## config.mk

```make
export PLATFORM = sky130hd
export DESIGN_NAME = fifo_p2s_serializer_flat
export DESIGN_NICKNAME = d
export VERILOG_FILES = /design/src/rtl/fifo_p2s_serializer_if.sv /design/src/rtl/fifo_p2s_serializer.sv /design/src/flat_wrapper.sv
export SDC_FILE = /design/constraint.sdc
export NUM_CORES = 1
export LEC_CHECK = 0
export ABC_AREA = 1
export BUFFER_PORTS_ARGS = -buffer_cell sky130_fd_sc_hd__buf_2
export CAP_MARGIN = 15
export CORE_MARGIN = 5
export CORE_UTILIZATION = 35
export DETAILED_ROUTE_END_ITERATION = 8
export PLACE_DENSITY_LB_ADDON = 0.08
export SLEW_MARGIN = 20
export SYNTH_ARGS = -nofsm -noshare
export SYNTH_HDL_FRONTEND = slang
export SYNTH_SLANG_ARGS = --single-unit
```

## constraint.sdc

```tcl
create_clock -name clk -period 1.5 [get_ports clk]
set_input_delay 0.45 -clock clk [delete_from_list [all_inputs] [get_ports clk]]
set_output_delay 0.45 -clock clk [all_outputs]
set_load 0.05 [all_outputs]
```

## src/rtl/fifo_p2s_serializer_if.sv

```systemverilog
// Handshake bundle between the serializer, its upstream FIFO and the serial sink.
// master is the serializer side; slave is the FIFO/sink side.
interface fifo_p2s_serializer_if #(
    parameter int unsigned FIFO_WIDTH = 11
) ();
    logic                  empty;
    logic                  pop;
    logic [FIFO_WIDTH-1:0] pop_data;
    logic                  ser_valid;
    logic                  ser_ready;
    logic                  ser_data;
    logic                  ser_last;

    modport master (
        input  empty, pop_data, ser_ready,
        output pop, ser_valid, ser_data, ser_last
    );

    modport slave (
        output empty, pop_data, ser_ready,
        input  pop, ser_valid, ser_data, ser_last
    );
endinterface

```

## src/rtl/fifo_p2s_serializer.sv

```systemverilog
// Pops one word at a time from the upstream FIFO and shifts it out bit-serially
// over a valid/ready link, marking the final bit of each word.
module fifo_p2s_serializer #(
    parameter int unsigned FIFO_WIDTH = 11,
    parameter bit          MSB_FIRST  = 1'b1
) (
    input  logic                  clk,
    input  logic                  rstn,
    fifo_p2s_serializer_if.master bus,
    output logic                  busy
);
    localparam int unsigned      CNT_W    = (FIFO_WIDTH > 1) ? $clog2(FIFO_WIDTH) : 1;
    localparam logic [CNT_W-1:0] CNT_LAST = CNT_W'(FIFO_WIDTH - 1);

    typedef enum logic [1:0] {
        IDLE  = 2'd0,
        WAIT  = 2'd1,
        SHIFT = 2'd2
    } state_t;

    state_t                state;
    state_t                state_nxt;
    logic [FIFO_WIDTH-1:0] shreg;
    logic [CNT_W-1:0]      cnt;
    logic                  last_bit;
    logic                  handshake;

    assign last_bit  = (cnt == CNT_LAST);
    assign handshake = (state == SHIFT) && bus.ser_ready;

    always_ff @(posedge clk or negedge rstn) begin
        if (!rstn) state <= IDLE;
        else       state <= state_nxt;
    end

    // WAIT always lasts one cycle: the FIFO presents pop_data one cycle after pop.
    always_comb begin
        state_nxt = state;
        case (state)
            IDLE:    if (!bus.empty) state_nxt = WAIT;
            WAIT:    state_nxt = SHIFT;
            SHIFT:   if (handshake && last_bit) state_nxt = bus.empty ? IDLE : WAIT;
            default: state_nxt = IDLE;
        endcase
    end

    always_comb begin
        bus.pop       = 1'b0;
        bus.ser_valid = 1'b0;
        bus.ser_data  = 1'b0;
        bus.ser_last  = 1'b0;
        busy          = (state != IDLE);
        case (state)
            IDLE: bus.pop = !bus.empty;
            SHIFT: begin
                bus.ser_valid = 1'b1;
                bus.ser_data  = MSB_FIRST ? shreg[FIFO_WIDTH-1] : shreg[0];
                bus.ser_last  = last_bit;
                bus.pop       = handshake && last_bit && !bus.empty;
            end
            default: ;
        endcase
    end

    // Shift toward the output end with zero fill; the last bit is never shifted past.
    always_ff @(posedge clk or negedge rstn) begin
        if (!rstn) begin
            shreg <= '0;
            cnt   <= '0;
        end else if (state == WAIT) begin
            shreg <= bus.pop_data;
            cnt   <= '0;
        end else if (handshake && !last_bit) begin
            if (MSB_FIRST) shreg <= {shreg[FIFO_WIDTH-2:0], 1'b0};
            else           shreg <= {1'b0, shreg[FIFO_WIDTH-1:1]};
            cnt <= cnt + CNT_W'(1);
        end
    end
endmodule

```

## src/flat_wrapper.sv

```systemverilog
// flat-port wrapper written by rule: the top's interface ports become plain ports
module fifo_p2s_serializer_flat 
#(
    parameter int unsigned FIFO_WIDTH = 11,
    parameter bit          MSB_FIRST  = 1'b1
)
  (clk, rstn, busy, bus_empty, bus_pop_data, bus_ser_ready, bus_pop, bus_ser_valid, bus_ser_data, bus_ser_last);
  fifo_p2s_serializer_if #(.FIFO_WIDTH(FIFO_WIDTH)) bus_i ();
  input  logic clk;
  input  logic rstn;
  output logic busy;
  input wire logic [$bits(bus_i.empty)-1:0] bus_empty;
  input wire logic [$bits(bus_i.pop_data)-1:0] bus_pop_data;
  input wire logic [$bits(bus_i.ser_ready)-1:0] bus_ser_ready;
  output wire logic [$bits(bus_i.pop)-1:0] bus_pop;
  output wire logic [$bits(bus_i.ser_valid)-1:0] bus_ser_valid;
  output wire logic [$bits(bus_i.ser_data)-1:0] bus_ser_data;
  output wire logic [$bits(bus_i.ser_last)-1:0] bus_ser_last;
  assign bus_i.empty = bus_empty;
  assign bus_i.pop_data = bus_pop_data;
  assign bus_i.ser_ready = bus_ser_ready;
  assign bus_pop = bus_i.pop;
  assign bus_ser_valid = bus_i.ser_valid;
  assign bus_ser_data = bus_i.ser_data;
  assign bus_ser_last = bus_i.ser_last;
  fifo_p2s_serializer #(.FIFO_WIDTH(FIFO_WIDTH), .MSB_FIRST(MSB_FIRST)) u_core (.clk(clk), .rstn(rstn), .bus(bus_i), .busy(busy));
endmodule
```

* Word level (Yosys, flattened, before mapping) *
Cells that the tools add are included.

operators by class
  multiplexer cells = 12
  add/sub/neg operators = 1
  reduce and logical (&&, ||, !) cells = 10
  equality and inequality tests = 5

operators with widths
  cell                                                  number
  two-way mux 11 bit                                    2
  two-way mux 4 bit                                     2
  case mux 2 bit (3 select lines)                       1
  adder 4 x 1 -> 4 bit (second input constant)          1
  equality test 4 bit (second input constant)           1
  logical AND 1 bit                                     4
  two-way mux 1 bit                                     4
  two-way mux 2 bit                                     2
  inequality test 2 bit (second input constant)         2
  nonzero test 2 bit                                    2
  equality test 2 x 1 -> 1 bit (second input constant)  1
  equality test 2 bit (second input constant)           1
  zero test 1 bit                                       2
  zero test 2 bit                                       1
  case mux 1 bit (2 select lines)                       1
  AND reduction 2 bit                                   1

word-level totals
  register bits after elaboration = 17
  output and inout port bits = 5
  word-level logic and storage cells = 31
  input port bits = 15

* Depth between registers and ports, before layout *
Gate-level depths: netlist (run 1).

  depth in word-level cells = 5
  gate-level depth with buffers = 8
  mapped depth without buffers = 7

* Worst setup path before layout (run 1) *
Ideal clock, no wire load.

  path kind = register -> output
  start = register u_core.cnt[0]
  end = output port bus_pop
  path slack = -0.576 ns
  stages on the path, launching flop included = 7
  data required time = 1.050 ns
  path buffers = 0
  arrival time = 1.626 ns
  cell sequence = dfrtp_1 -> inv_1 -> ha_1 -> nand2_1 -> nor2_1 -> nand2_1 -> a21oi_1

on the way
  word-level cells in the longest chain between the ends = 4

ends and longest elaborated chain
  item                             RTL line                   RTL
  start, declared                  fifo_p2s_serializer.sv:24  logic [CNT_W-1:0] cnt;
  start signal, assigned           fifo_p2s_serializer.sv:76  cnt <= cnt + CNT_W'(1);
  equality test 4 bit              fifo_p2s_serializer.sv:28  assign last_bit = (cnt == CNT_LAST);
  logical AND 1 bit (2 in a row)   fifo_p2s_serializer.sv:59  bus.pop = handshake && last_bit && !bus.empty;
  case mux 1 bit (2 select lines)  fifo_p2s_serializer.sv:53  case (state)
  end, declared                    flat_wrapper.sv:15         output wire logic [$bits(bus_i.pop)-1:0] bus_pop;

No other way between the ends.

* Worst setup path after layout (run 1) *
Same ends and word-level chain as after synthesis.

==> impl_metrics.env, run 1 <==
export IMPL_outcome="finished, violations left"
export IMPL_violations="setup timing"
export IMPL_ys_ff_latch=17
export IMPL_synth_simple_gate_area_share_pct=42.7
export IMPL_postSynthAreaPerCell_um2=7.29
export IMPL_port_buffers=19
export IMPL_wl_per_cell_um=11.1
export IMPL_max_slew_margin_pct=73.3
export IMPL_ys_types=17
export IMPL_synthXorXnorAreaFrac_pct=0.931
export IMPL_numCtsBuffers=3
export IMPL_dp_hpwl_um=1500
export IMPL_drc=0
export IMPL_worstSkewPairLatency_ps=290
export IMPL_period_minus_slack_ps=1890
export IMPL_synth_area_um2=941
export IMPL_cts_tree="done"
export IMPL_cts_clk_slew_worst_paths_ps=100
export IMPL_r2r_end="u_core.shreg[4]$_DFFE_PN0P_"
export IMPL_cts_hold_buf=0
export IMPL_num_io_pins=20
export IMPL_max_vdd_ir_drop_v=0.00113
export IMPL_grtUsageMet2_pct=21.8
export IMPL_r2r_setup_slack_ps=20
export IMPL_gr_usage_met3_pct=2.48
export IMPL_diodes=0
export IMPL_report_final_slew_viol_count=0
export IMPL_grt_use_total_pct=13.3
export IMPL_final_net_count=190
export IMPL_p_leak_uw=0.000800
export IMPL_first_iter_violations=30
export IMPL_coreArea_mm2=0.00252
export IMPL_skew_ps=2.41
export IMPL_startpoint="u_core.cnt[0]$_DFFE_PN0P_"
export IMPL_critPathCaptureType="output pin"
export IMPL_cp_start_kind="flip-flop"
export IMPL_fmax_ghz=0.528
export IMPL_hold_class="in -> async"
export IMPL_synth_adder_area_share_pct=2.66
export IMPL_endpoint="bus_pop"
export IMPL_root_buffer="clkbuf_4"
export IMPL_pre_cts_ws_ps=-247
export IMPL_top_usage_layer="met2"
export IMPL_setup_ws_ps=-392
export IMPL_rsz0062_at_grt="yes"
export IMPL_synth_compound_area_share_pct=1.06
export IMPL_firstDrtPassIters=4
export IMPL_htree_num_levels=1
export IMPL_rr_worst_depth=8
export IMPL_grt_max_degree=30
export IMPL_finalHoldViolCount=0
export IMPL_cp_max_fo=2
export IMPL_fin_crit_sh_pct=126
export IMPL_gp_congestion=0.739
export IMPL_ant_nets=0
export IMPL_worstReg2RegStart="u_core.cnt[1]$_DFFE_PN0P_"
export IMPL_synth_cells=129
export IMPL_maxCapViolCount=0
export IMPL_ys_warn_count=0
export IMPL_synth_seq_area_share_pct=45.2
export IMPL_die_h_um=61.9
export IMPL_cts_num_sinks=17
export IMPL_muxShareOfSynthArea_pct=0
export IMPL_via_count=890
export IMPL_syn_num_nets=146
export IMPL_fp_dieW_um=61.9
export IMPL_grt_ovfl_total=0
export IMPL_setup_viol=5
export IMPL_grt_pass1_vias=887
export IMPL_power_density_mw_per_mm2=1740
export IMPL_grt_antenna_before_repair=0
export IMPL_grt_pass1_wl_um=3810
export IMPL_area_delta_synth_final_pct=49.2
export IMPL_cp_required_ps=1050
export IMPL_synth_top_family_by_area="simple AND/OR/NAND/NOR gates"
export IMPL_via_per_inst=4.41
export IMPL_drive_gt1_share_pct=38.4
export IMPL_die_area_mm2=0.00383
export IMPL_floorplan_rows=18
export IMPL_p_total_uw=2440
export IMPL_start_util_pct=37.3
export IMPL_use_met1_pct=17.9
export IMPL_wirelength_um=2250
export IMPL_crit_arrival_ps=1440
export IMPL_criticalPathCategory="reg -> out"
export IMPL_clockBufferDepth=2
export IMPL_fin_hold_ws_ps=72.5
export IMPL_worst_pin_slew_ps=400
==> flip-flops by register name, indices dropped and copies added (netlist names) <==
signal,flops
u_core.cnt,4
u_core.state,2
u_core.shreg,11
==> Yosys cell counts (all sizes together) <==
master,count,share of area [%]
a21oi,2,1.1
buf,5,4.3
dfrtp,17,45
ha,2,2.7
inv,8,3.2
nand2,65,27
nand3,18,9.6
nand3b,1,0.80
nor2,10,5.1
xor2,1,0.93
==> placed cells by master (no fill, tap or decap), drive strengths merged <==
cell | synthesis | layout
nand2 | 65 | 66
buf | 5 | 43
nand3 | 18 | 18
dfrtp | 17 | 17
nor2 | 10 | 10
inv | 8 | 8
clkbuf | 0 | 4
a21oi | 2 | 2
ha | 2 | 2
nand3b | 1 | 1
xor2 | 1 | 1
==> power by group <==
part / total [µW] / leakage, µW / switching (µW) / internal [µW]
combinational: 1450 / 0.000562 / 810 / 643
clock: 252 / 0.0000150 / 149 / 103
sequential: 733 / 0.000223 / 114 / 619
==> kinds of logic after synthesis <==
family,Yosys count
AOI/OAI and AO/OA,2
xor gates and xnor gates,1
adders and majority gates,2
buffers and inverters,13
DFF,17
and+or+nand+nor,94
==> area by class of cell <==
cell class	count	area, µm²
Fill cell	233	1120
Multi-Input combinational cell	100	551
Sequential cell	17	425
Timing Repair Buffer	43	329
Tap cell	30	37.5
Inverter	8	35.0
Clock buffer	4	26.3
==> through the flow <==
step	setup TNS (ps)	cell area (µm²)	util, %	std cells
finish	-1030	1400	55.7	202
global placement	-248	1180	46.9	190
floorplan	-175	962	-	129
global route	-2230	1400	55.7	202
detailed placement	-294	1180	46.9	190
CTS	-3480	1360	53.9	201
==> metal layers <==
metal	routed length, µm	part of all wire, %
met1	1090	49
met2	1040	46
met3	102	4.5
met4	11	0.49
met5	0	0
==> worst max-delay path, cell delays in order, from the launching register on <==
cell     delay [ps]
dfrtp_1         410
inv_2            80
ha_4            140
nand2_4          50
nor2_4          110
nand2_4          70
a21oi_4         120
buf_6           170
==> worst min-delay path by stage <==
| stage | startpoint | to | depth (start not counted) |
|---|---|---|---|
| floorplan | rstn | u_core.cnt[0]$_DFFE_PN0P_ | 0 |
| global route | rstn | u_core.shreg[7]$_DFFE_PN0P_ | 1 |
| finish | rstn | u_core.state[0]$_DFFE_PN0P_ | 1 |
| CTS | rstn | u_core.state[0]$_DFFE_PN0P_ | 1 |
| global placement | rstn | u_core.state[0]$_DFFE_PN0P_ | 1 |
| detailed placement | rstn | u_core.state[0]$_DFFE_PN0P_ | 1 |
==> repair_timing <==
item / CTS / global route
cloned: 0 / 1
pin swaps: 7 / 7
gates resized for setup: 28 / 9
buffers inserted: 7 / 2
setup endpoints to repair: 5 / 19
No activity file was read; power rests on OpenSTA's default activity.
==> inputs of run 2 (changes only) <==
--- a/config.mk
+++ b/config.mk
@@ -5,7 +5,6 @@
 export SDC_FILE = /design/constraint.sdc
 export NUM_CORES = 1
 export LEC_CHECK = 0
-export ABC_AREA = 1
 export BUFFER_PORTS_ARGS = -buffer_cell sky130_fd_sc_hd__buf_2
 export CAP_MARGIN = 15
 export CORE_MARGIN = 5
==> impl_metrics.env, run 2 <==
export IMPL_synthXorXnorAreaFrac_pct=0
export IMPL_p_total_uw=2430
export IMPL_fin_hold_ws_ps=55.0
export IMPL_ys_types=29
export IMPL_postSynthAreaPerCell_um2=8.96
export IMPL_dpl_cell_area_mm2=0.00114
export IMPL_worstSkewPairLatency_ps=300
export IMPL_r2r_end="u_core.cnt[0]$_DFFE_PN0P_"
export IMPL_critPathCaptureType="output pin"
export IMPL_report_final_slew_viol_count=0
export IMPL_synth_edf_count=0
export IMPL_r2r_setup_slack_ps=-60
export IMPL_worst_pin_slew_ps=390
export IMPL_synth_adder_area_share_pct=2.71
export IMPL_cts_num_sinks=17
export IMPL_synth_seq_area_share_pct=46.1
export IMPL_fmax_ghz=0.490
export IMPL_muxShareOfSynthArea_pct=1.08
export IMPL_maxCapViolCount=0
export IMPL_coreArea_mm2=0.00250
export IMPL_synth_main_ff_cell="dfrtp_1"
export IMPL_setup_ws_ps=-541
export IMPL_drc=0
export IMPL_synth_top_area_share_pct=46.1
export IMPL_ant_nets=0
export IMPL_cts_tree="done"
export IMPL_synth_top_family_by_area="simple AND/OR/NAND/NOR gates"
export IMPL_final_net_count=154
export IMPL_synth_cells=103
export IMPL_die_h_um=61.4
export IMPL_clockBufferDepth=2
export IMPL_setup_viol=7
export IMPL_floorplan_rows=18
export IMPL_criticalPathCategory="reg -> out"
export IMPL_power_density_mw_per_mm2=1880
export IMPL_period_minus_slack_ps=2040
export IMPL_root_buffer="clkbuf_4"
export IMPL_synth_compound_area_share_pct=19.1
export IMPL_outcome="finished, violations left"
export IMPL_first_iter_violations=33
export IMPL_reg_top3="u_core.shreg (11), u_core.cnt (4), u_core.state (2)"
export IMPL_fin_util_pct=51.7
export IMPL_layout_commonest_cell="dfrtp_1"
export IMPL_async_flop_share_pct=100
export IMPL_violations="setup timing"
export IMPL_pre_cts_ws_ps=-291
export IMPL_port_buffers=19
export IMPL_grt_pass1_vias=844
export IMPL_regMostFlops="u_core.shreg"
export IMPL_gp_congestion=0.722
export IMPL_synth_simple_gate_area_share_pct=24.1
export IMPL_grt_pass1_wl_um=3880
export IMPL_via_per_inst=5.39
export IMPL_fin_crit_sh_pct=136
export IMPL_area_delta_synth_final_pct=39.8
export IMPL_grt_antenna_before_repair=0
export IMPL_rr_worst_depth=5
export IMPL_max_vdd_ir_drop_v=0.00122
export IMPL_grt_ovfl_total=0
export IMPL_cp_max_fo=3
export IMPL_syn_num_nets=120
export IMPL_cp_start_kind="flip-flop"
export IMPL_htree_num_levels=1
export IMPL_firstDrtPassIters=4
export IMPL_dp_hpwl_um=1580
export IMPL_start_util_pct=36.9
export IMPL_wl_per_cell_um=14.7
export IMPL_final_cell_mix="dfrtp_1, buf_2, buf_4"
export IMPL_finalHoldViolCount=0
export IMPL_numCtsBuffers=3
export IMPL_max_slew_margin_pct=74.0
export IMPL_wirelength_um=2440
export IMPL_num_fill_cells=244
export IMPL_yosysMostFrequentCell="dfrtp_1"
export IMPL_p_leak_uw=0.000593
export IMPL_ys_ff_latch=17
export IMPL_worstReg2RegStart="u_core.cnt[1]$_DFFE_PN0P_"
export IMPL_largest_reg_flops=11
export IMPL_rsz0062_at_grt="yes"
export IMPL_yosys_top_cells_area="dfrtp_1, nand4_1, a31oi_1"
export IMPL_skew_ps=3.07
export IMPL_num_io_pins=20
export IMPL_synth_common_cells="dfrtp_1, nand4_1, nor2_1"
export IMPL_fin_area_mm2=0.00129
export IMPL_cts_clk_slew_worst_paths_ps=110
export IMPL_drive_gt1_share_pct=41.2
export IMPL_hold_class="in -> async"
export IMPL_synth_area_um2=923
export IMPL_fp_dieW_um=61.4
export IMPL_grt_max_degree=23
export IMPL_diodes=0
export IMPL_grt_use_total_pct=14.2
export IMPL_die_area_mm2=0.00377
export IMPL_cp_required_ps=1050
export IMPL_via_count=894
export IMPL_ys_warn_count=0
export IMPL_crit_arrival_ps=1590
export IMPL_synth_largest_area_cell="dfrtp_1"
run 2: cell types whose count changed after synthesis, sizes merged, moves of 2 or more:
cell,change
nand4,+12
a31oi,+10
o21ai,+13
nand2b,+2
nand2,-60
a211oi,+2
buf,+2
nand3,-18
or2,+2
clkbuf,+3
or3,+2
inv,-6
nor2b,+2
run 2: area by class of cell:
| cell class | count | area (µm²) | share of cell area (%) |
|---|---|---|---|
| inverters | 2 | 7.51 | 0.581 |
| repair buffers | 39 | 307 | 23.7 |
| clock inverters | 1 | 5.00 | 0.388 |
| multi-input cells | 74 | 484 | 37.5 |
| well taps | 30 | 37.5 | 2.91 |
| flip-flops and latches | 17 | 428 | 33.1 |
| clock buffers | 3 | 22.5 | 1.74 |
run 2: what timing repair did:
| action | in CTS | in global routing |
|---|---|---|
| hold buffers | 0 | 0 |
| pin swaps | 1 | 2 |
| endpoints found under the setup margin | 12 | 14 |
| gates cloned | 0 | 0 |
| setup buffers | 4 | 2 |
| gates resized for setup | 17 | 11 |
run 2: kinds of logic after synthesis:
family | after synthesis
AO/OA/AOI/OAI | 30
multiplexers | 1
flip-flops | 17
buffers and inverters | 12
adder cells (fa/ha/maj) | 2
AND/OR/NAND/NOR | 41
run 2: routing by layer:
| layer | GRT usage [%] | vias up | share of wire [%] |
|---|---|---|---|
| met2 | 21.1 | 17 | 46 |
| met3 | 3.14 | 5 | 4.3 |
| met1 | 19.6 | 431 | 48 |
| met4 | 6.36 | 0 | 1.9 |
| met5 | 0 | - | 0 |
| li1 | - | 441 | - |
run 2: worst max path at each step:
stage / startpoint / end / slack [ps] / depth (start not counted)
after CTS: u_core.cnt[0]$_DFFE_PN0P_ / bus_pop / -530 / 6
after detailed placement: u_core.cnt[0]$_DFFE_PN0P_ / bus_pop / -290 / 6
final: u_core.cnt[0]$_DFFE_PN0P_ / bus_pop / -540 / 6
after global placement: u_core.cnt[0]$_DFFE_PN0P_ / bus_pop / -270 / 6
after global routing: u_core.cnt[0]$_DFFE_PN0P_ / bus_pop / -610 / 6
after floorplan: u_core.cnt[0]$_DFFE_PN0P_ / bus_pop / -390 / 6
run 2: report_power, final:
part	leakage, µW	switching [µW]	internal (µW)
logic	0.000370	672	661
clock network	0.0000177	157	99.4
registers	0.000206	161	677
run 2: critical path, stage by stage (launching register included):
cell and delay, ps:
dfrtp_1 390, inv_1 60, ha_2 160, and3b_2 220
nand2_4 70, a211oi_4 200, buf_6 190
run 2: through the flow:
stage / TNS (ps) / instances
after floorplan: -643 / 103
after global placement: -474 / 156
after detailed placement: -547 / 156
after CTS: -1620 / 164
after global routing: -2110 / 166
final: -1710 / 166
==> inputs of run 3 (changes only) <==
--- a/config.mk
+++ b/config.mk
@@ -9,8 +9,10 @@
 export CAP_MARGIN = 15
 export CORE_MARGIN = 5
 export CORE_UTILIZATION = 35
+export CTS_CLUSTER_SIZE = 25
 export DETAILED_ROUTE_END_ITERATION = 8
 export PLACE_DENSITY_LB_ADDON = 0.08
+export REMOVE_ABC_BUFFERS = 1
 export SLEW_MARGIN = 20
 export SYNTH_ARGS = -nofsm -noshare
 export SYNTH_HDL_FRONTEND = slang
==> impl_metrics.env, run 3 (synthesized netlist as in run 2, its figures left out) <==
export IMPL_crit_chain="inv_1 > ha_2 > and3b_2 > nand2_2 > a211oi_2 > buf_6"
export IMPL_root_buffer="clkbuf_4"
export IMPL_slowest_stage="dfrtp_1"
export IMPL_drive_gt1_share_pct=38.2
export IMPL_max_slew_margin_pct=73.8
export IMPL_grt_ovfl_total=0
export IMPL_crit_arrival_ps=1560
export IMPL_dpl_cell_area_mm2=0.00112
export IMPL_p_leak_uw=0.000576
export IMPL_critPathCaptureType="output pin"
export IMPL_cts_clk_slew_worst_paths_ps=110
export IMPL_pwr_share_seq_pct=35.2
export IMPL_dp_cells=156
export IMPL_layout_commonest_cell="buf_4"
export IMPL_fin_area_mm2=0.00126
export IMPL_regMostFlops="u_core.shreg"
export IMPL_reg_top3="u_core.shreg (11), u_core.cnt (4), u_core.state (2)"
export IMPL_violations="setup timing"
export IMPL_htree_num_levels=1
export IMPL_outcome="finished, violations left"
export IMPL_worst_pin_slew_ps=392
export IMPL_switchingPower_uw=923
export IMPL_gr_usage_met3_pct=4.19
export IMPL_grt_max_degree=23
export IMPL_final_cells=166
export IMPL_grt_use_total_pct=14.0
export IMPL_floorplan_rows=18
export IMPL_use_met1_pct=19.2
export IMPL_num_io_pins=20
export IMPL_report_final_slew_viol_count=0
export IMPL_finalHoldViolCount=0
export IMPL_via_count=868
export IMPL_cp_depth=6
export IMPL_firstDrtPassIters=3
export IMPL_rsz0062_at_grt="yes"
export IMPL_clockBufferDepth=2
export IMPL_crit_buf_inv=2
export IMPL_die_h_um=61.4
export IMPL_largest_reg_flops=11
export IMPL_skew_ps=11.0
export IMPL_worst_path_largest_cell_delay_ps=390
export IMPL_cp_max_fo=2
export IMPL_via_per_inst=5.23
export IMPL_cts_tree="done"
export IMPL_grtUsageMet2_pct=22.2
export IMPL_area_delta_synth_final_pct=36.3
export IMPL_port_buffers=19
export IMPL_setup_viol=7
export IMPL_fp_dieW_um=61.4
export IMPL_top_usage_layer="met2"
export IMPL_first_iter_violations=31
export IMPL_hold_class="in -> async"
export IMPL_fin_util_pct=50.4
export IMPL_die_area_mm2=0.00377
export IMPL_criticalPathCategory="reg -> out"
export IMPL_final_net_count=154
export IMPL_max_vdd_ir_drop_v=0.00133
export IMPL_grt_pass1_wl_um=3950
export IMPL_tns_ps=-1370
export IMPL_crit_family="flip-flops"
export IMPL_numCtsBuffers=3
export IMPL_final_cell_mix="buf_4, dfrtp_1, buf_2"
export IMPL_worstSkewPairLatency_ps=290
export IMPL_drc=0
export IMPL_setup_ws_ps=-506
export IMPL_coreArea_mm2=0.00250
export IMPL_dp_hpwl_um=1590
export IMPL_wl_per_cell_um=13.6
export IMPL_wirelength_um=2260
export IMPL_pwr_share_comb_pct=54.1
export IMPL_fin_crit_sh_pct=134
export IMPL_grt_antenna_before_repair=0
export IMPL_switching_share_pct=39.9
export IMPL_start_util_pct=36.9
export IMPL_pwr_share_clk_pct=10.8
export IMPL_maxCapViolCount=0
export IMPL_cp_required_ps=1050
export IMPL_cts_num_sinks=17
export IMPL_cts_hold_buf=0
export IMPL_gp_congestion=0.721
export IMPL_p_int_uw=1390
export IMPL_ant_nets=0
export IMPL_cp_start_kind="flip-flop"
export IMPL_rr_worst_depth=6
export IMPL_diodes=0
export IMPL_grt_pass1_vias=847
export IMPL_period_minus_slack_ps=2010
export IMPL_fmax_ghz=0.499
export IMPL_power_density_mw_per_mm2=1840
==> run 3: metrics by stage <==
stage	setup WS [ps]	hold WS (ps)	total power, µW
6_report	-506	61.9	2320
5_1_grt	-600	87.7	2500
4_1_cts	-513	69.1	2320
3_5_place_dp	-284	400	1860
3_3_place_gp	-258	403	1840
2_1_floorplan	-1270	154	1460
==> run 3: timing repair <==
item,in CTS,in global routing
endpoints found under the setup margin,7,18
setup buffers,4,2
resized for setup,16,6
pin swaps,2,3
==> run 3: power by group through the flow <==
stage               combinational (µW)  clock (µW)  sequential (µW)
detailed placement                1050           0              812
global route                      1380         270              843
CTS                               1250         261              810
global placement                  1040           0              805
floorplan                          666           0              797
finish                            1250         249              815
==> run 3: final timing paths <==
path | startpoint | slack [ps] | endpoint
min reg2reg | u_core.shreg[0]$_DFFE_PN0P_ | 550 | u_core.shreg[0]$_DFFE_PN0P_
min in group clk | bus_empty | 320 | u_core.state[0]$_DFFE_PN0P_
max in group asynchronous | rstn | 1140 | u_core.state[0]$_DFFE_PN0P_
min | rstn | 60 | u_core.state[1]$_DFFE_PN0P_
max reg2reg | u_core.cnt[0]$_DFFE_PN0P_ | -30 | u_core.cnt[0]$_DFFE_PN0P_
max | u_core.cnt[0]$_DFFE_PN0P_ | -510 | bus_pop
==> run 3: area by class of cell <==
class / instances / area [µm²]
Clock buffer: 4 / 26.3
Inverter: 2 / 7.51
Timing Repair Buffer: 39 / 300
Multi-Input combinational cell: 74 / 460
Sequential cell: 17 / 427
Fill cell: 249 / 1240
Tap cell: 30 / 37.5
==> run 3: layer usage <==
metal | part of all wire, % | vias to the layer above
met5 | 0 | -
met4 | 0.66 | 0
met3 | 4.8 | 2
met2 | 47 | 13
met1 | 47 | 410
li1 | - | 443
==> run 3: worst register-to-register path: cells and delay by family, from the launching register on <==
kind                     cells  cell delay, ps
AND/OR/NAND/NOR              2             570
buffers and inverters        2             240
adder cells (fa/ha/maj)      1             180
flip-flops                   1             360
AO/OA/AOI/OAI                1             130
